$ cat src/rtl/ifu.sv
// Instruction fetch unit: holds the PC, fetches one word per instruction over a
// valid/ready request + valid response channel, and presents the held word with
// its PC and pre-split decode fields. Redirects are taken at retirement; fetch
// faults park the unit until reset.
module ifu #(
    parameter logic [31:0] RESET_PC = 32'h8000_0000
) (
    input  logic        clk,
    input  logic        rst,
    output logic        imem_req_valid,
    input  logic        imem_req_ready,
    output logic [31:0] imem_req_addr,
    input  logic        imem_rsp_valid,
    input  logic [31:0] imem_rsp_data,
    input  logic        imem_rsp_err,
    output logic        inst_valid,
    input  logic        inst_ready,
    output logic [31:0] inst,
    output logic [31:0] inst_pc,
    output logic [4:0]  dec_op,
    output logic [2:0]  dec_funct3,
    output logic [1:0]  dec_funct7,
    output logic        inst_illegal,
    input  logic        redirect_valid,
    input  logic [31:0] redirect_pc,
    output logic        fetch_fault,
    output logic [31:0] fetch_cnt
);

    typedef enum logic [2:0] {
        StBoot,
        StReq,
        StWait,
        StHold,
        StFault
    } state_e;

    state_e      state_q, state_d;
    logic [31:0] pc_q, pc_d;
    logic [31:0] inst_q, inst_d;
    logic [31:0] inst_pc_q, inst_pc_d;
    logic [31:0] cnt_q, cnt_d;
    logic [31:0] next_pc;

    // Next-state logic for the fetch sequencer and its datapath registers
    always_comb begin
        state_d   = state_q;
        pc_d      = pc_q;
        inst_d    = inst_q;
        inst_pc_d = inst_pc_q;
        cnt_d     = cnt_q;
        next_pc   = redirect_valid ? redirect_pc : pc_q + 32'd4;

        case (state_q)
            StBoot: state_d = StReq;
            StReq: begin
                if (imem_req_ready) begin
                    state_d = StWait;
                end
            end
            StWait: begin
                if (imem_rsp_valid) begin
                    if (imem_rsp_err) begin
                        state_d = StFault;
                    end else begin
                        inst_d    = imem_rsp_data;
                        inst_pc_d = pc_q;
                        state_d   = StHold;
                    end
                end
            end
            StHold: begin
                if (inst_ready) begin
                    cnt_d = cnt_q + 32'd1;
                    // A misaligned target keeps the old PC visible for debug
                    if (next_pc[1:0] != 2'b00) begin
                        state_d = StFault;
                    end else begin
                        pc_d    = next_pc;
                        state_d = StReq;
                    end
                end
            end
            StFault: state_d = StFault;
            default: state_d = StBoot;
        endcase
    end

    // State and datapath registers, cleared asynchronously
    always_ff @(posedge clk or posedge rst) begin
        if (rst) begin
            state_q   <= StBoot;
            pc_q      <= RESET_PC;
            inst_q    <= 32'd0;
            inst_pc_q <= 32'd0;
            cnt_q     <= 32'd0;
        end else begin
            state_q   <= state_d;
            pc_q      <= pc_d;
            inst_q    <= inst_d;
            inst_pc_q <= inst_pc_d;
            cnt_q     <= cnt_d;
        end
    end

    // Outputs decode only registered state, so no input reaches an output
    always_comb begin
        imem_req_valid = (state_q == StReq);
        imem_req_addr  = pc_q;
        inst_valid     = (state_q == StHold);
        fetch_fault    = (state_q == StFault);
        inst           = inst_q;
        inst_pc        = inst_pc_q;
        fetch_cnt      = cnt_q;
        dec_op         = inst_q[6:2];
        dec_funct3     = inst_q[14:12];
        dec_funct7     = inst_q[30:29];
        inst_illegal   = (inst_q[1:0] != 2'b11);
    end

endmodule

$ cat config.mk
export PLATFORM = sky130hd
export DESIGN_NAME = ifu
export DESIGN_NICKNAME = d
export VERILOG_FILES = /design/src/rtl/ifu.sv
export SDC_FILE = /design/constraint.sdc
export NUM_CORES = 1
export LEC_CHECK = 0
export CAP_MARGIN = 40
export CORE_ASPECT_RATIO = 1.75
export CORE_UTILIZATION = 45
export CTS_BUF_LIST = sky130_fd_sc_hd__clkbuf_16
export DETAILED_ROUTE_END_ITERATION = 12
export GPL_TIMING_DRIVEN = 0
export MAX_ROUTING_LAYER = met4
export PLACE_DENSITY = 0.84
export SLEW_MARGIN = 20
export SYNTH_ARGS = -nofsm -noshare
export SYNTH_HDL_FRONTEND = slang
export SYNTH_SLANG_ARGS = --single-unit
$ cat constraint.sdc
create_clock -name clk -period 6 [get_ports clk]
set_input_delay 1.2 -clock clk [delete_from_list [all_inputs] [get_ports clk]]
set_output_delay 1.2 -clock clk [all_outputs]
set_load 0.005 [all_outputs]
==> metrics.txt <==
complex-gate fraction of the synthesized area 9.32%; setup slack at placement 2.53 ns; sequential area share after synthesis 53.0%; asr flop ratio synth 100%; Final Net Count 871; #FFs+latches synth 131; status complete, no violations; commonest non-fill, non-tap cell in the layout clkdlybuf4s50_1; skew final roughly 0.014 ns; hold path endpoint fetch_cnt[31]; peak supply drop 0.000255 V; Crit path arrival time 1.98 ns; initial core utilization 46.2%; mux contribution to synthesized area 12.5%; TritonCTS Sinks 131; Post-Synth Simple-Gate Area 16.5%; hold depth 1; FILL cells 981; Rows 56; FF-to-FF path depth 6; die height around 160 um; Via Count 5569; final setup fails 0; M2 GR Usage 48.2%; H-tree lvl count 4; CP Class reg -> out; most frequent cells in the layout clkdlybuf4s50_1, dfrtp_1, mux2_2, nor2_1, nand2_1; Worst setup SP type flip-flop; pins over their slew limit 0; Critical Path Fanout Max 10; worst path required time between 4 and 5 ns; CTS tree yes; Syn. warnings 0; sequential cell area 3280 um2; Post-Synthesis Cells 567; launching point of the worst reg2reg path imem_req_addr[3]; total die area ~14000 um2; Yosys cell types 59; remaining global-route overflow 0; Worst Max-Slew Pin Slew 0.633 ns; CTS buffer count 17; drt wl/cell between 15 and 20 um; Post-synth EDFFs 0; Root Driver clkbuf_16; mean cell area of the mapped netlist 10.9 um2; Routed Antenna Nets 0; share of layout cells above drive strength 1 16.9%; first-iteration detailed-routing DRC count 279; largest net degree at the start of global routing slightly above 70; gpl congestion 0.994; Syn Std Cell Area 6190 um2; Critical Path Source state_q[1]; Slew HR approximately 57%; IO buf count 211; GR Util met3 4.88%; Buf/Inv on CP 2; Remaining DRCs 0; Hold WC Path Type reg -> reg; ys flop type dfrtp_1; fin crit share 53.1%; Post-CTS Resized 0; core area between 10000 and 15000 um2; vias per std cell approximately 5.7; Util after Layout ~68%; number of global-route vias before repair 5879; Chip Width slightly above 90 um; clock latency reported for the late side of the worst-skew pair 0.42 ns; Final Hold Fails 0; maximum clock rate 0.314 GHz; grt peak-use layer met2; family with the most delay on the worst path buffers and inverters; r2r setup slk between 3 and 4 ns; antenna violations before repair 1; synthesis-to-finish area growth 47.8%; buffer depth of the longest clock path 2; Worst Hold Launch fetch_cnt[31]; GR Layer Usage met1 29.0%; MaxCap Viol Count 0; crit end category output port; Tot GR Track Use 27.4%; clock slew at reported path FFs 0.06 ns; first-pass GRT wire length roughly 30000 um; Routed WL 18600 um; worst setup margin 2.82 ns; Cell Chain, Critical Path clkbuf_1 -> nor3_1 -> clkdlybuf4s50_1; RSZ-0062 raised after global routing no; crit path time final 3.18 ns; area occupied by multi-input gates 2670 um2; Post-CTS Setup Bufs 0; syn_nets 640; leak pwr 3.86 nW; detailed-router iteration count before antenna repair 5; R2R Path End imem_req_addr[30]; hold buffer count at CTS 0; largest family of logic cells by synthesized area simple AND/OR/NAND/NOR gates; Post-Synth Adder-Cell Area 0.405%; Post-DP HPWL 13700 um; slowest stage delay, CP 0.58 ns; Post-Synth XOR/XNOR Area ~4.4%; Critical-path top delay cell clkdlybuf4s50_1; Power per Cell Area 411 nW/um2; IO Count 213
## worst max-delay path by stage
stage / endpoint / slack [ns] / cells past startpoint
5_1_grt: imem_req_valid / 2.71 / 3
6_report: imem_req_valid / 2.82 / 3
3_5_place_dp: inst_pc[11] / 2.53 / 6
2_1_floorplan: fetch_cnt[0] / 1.30 / 1
4_1_cts: imem_req_valid / 2.81 / 3
3_3_place_gp: inst_pc[18] / -0.40 / 2
## sequential cells by signal (all words and copies together) (netlist names)
register	flops
fetch_cnt	32
imem_req_addr	32
inst	32
inst_pc	32
state_q	3
## per-layer routing
layer  vias to the layer above  wire length (um)
met5                         -                 0
met4                         0               748
met3                        70              1240
met2                       339              9950
met1                      2679              6680
li1                       2481                 -
## final cells by class
cell class	instances	area share (%)
Antenna cell	1	0.0274
Buffer	39	2.19
Clock buffer	17	4.65
Clock inverter	14	1.81
Inverter	10	0.493
Multi-Input combinational cell	387	29.2
Sequential cell	131	35.9
Tap cell	174	2.38
Timing Repair Buffer	212	23.4
## cells in the mapped netlist (all sizes together), types with 2 or more instances
cell type / n / area [um2]
dfrtp: 130 / 3250
mux2: 65 / 732
nor2: 44 / 165
nand2: 42 / 158
nand3: 29 / 163
a21oi: 26 / 134
o21ai: 23 / 115
buf: 22 / 135
nor3: 21 / 110
clkbuf: 17 / 65.1
nand4: 17 / 113
xor2: 16 / 140
xnor2: 15 / 131
and3: 10 / 63.8
inv: 10 / 37.5
nor4: 6 / 65.1
o22a: 6 / 53.8
a22oi: 5 / 37.5
or2: 5 / 31.3
a2bb2oi: 4 / 35.0
mux2i: 4 / 40.0
nand2b: 4 / 25.0
o22ai: 4 / 25.0
or3: 4 / 25.0
a211oi: 3 / 22.5
and2: 3 / 18.8
nor3b: 3 / 22.5
a21o: 2 / 15.0
a311oi: 2 / 17.5
a31oi: 2 / 12.5
a32oi: 2 / 17.5
ha: 2 / 25.0
o21a: 2 / 15.0
o21bai: 2 / 15.0
o311ai: 2 / 17.5
or4: 2 / 15.0
## logic make-up (layout without fill, tap and decap cells)
family                   after synthesis  after routing
flip-flops                           131            131
XOR/XNOR                              31             31
other                                  0              1
buffers and inverters                 49            292
AND/OR/NAND/NOR                      195            195
AO/OA/AOI/OAI                         90             90
adder cells (fa/ha/maj)                2              2
multiplexers                          69             69
## power breakdown
group / leakage (nW) / internal [W] / switching, W / total (W)
Clock: 0.268 / 0.000647 / 0.000396 / 0.00104
Combinational: 1.91 / 0.000844 / 0.000446 / 0.00129
Sequential: 1.69 / 0.00116 / 0.000266 / 0.00142
Total: 3.86 / 0.00265 / 0.00111 / 0.00376
## metrics by stage
step                area (um2)  total power [W]  hold WS (ns)  setup TNS [ns]  std cells
floorplan                 6190          0.00188         0.465               0        567
global placement          8520          0.00265         0.466          -51.54        952
detailed placement        8550          0.00272         0.475               0        953
CTS                       9140          0.00378         0.484               0        984
global route              9140          0.00393         0.496               0        985
finish                    9140          0.00376         0.476               0        985
## worst register-to-register path, delay by kind of cell (launching register included)
family | cells | cell delay (ns)
compound gates | 1 | 0.15
simple gates | 4 | 1.41
fa+ha+maj | 1 | 0.25
flops | 1 | 0.47
Power figures use the tool's default switching activity.
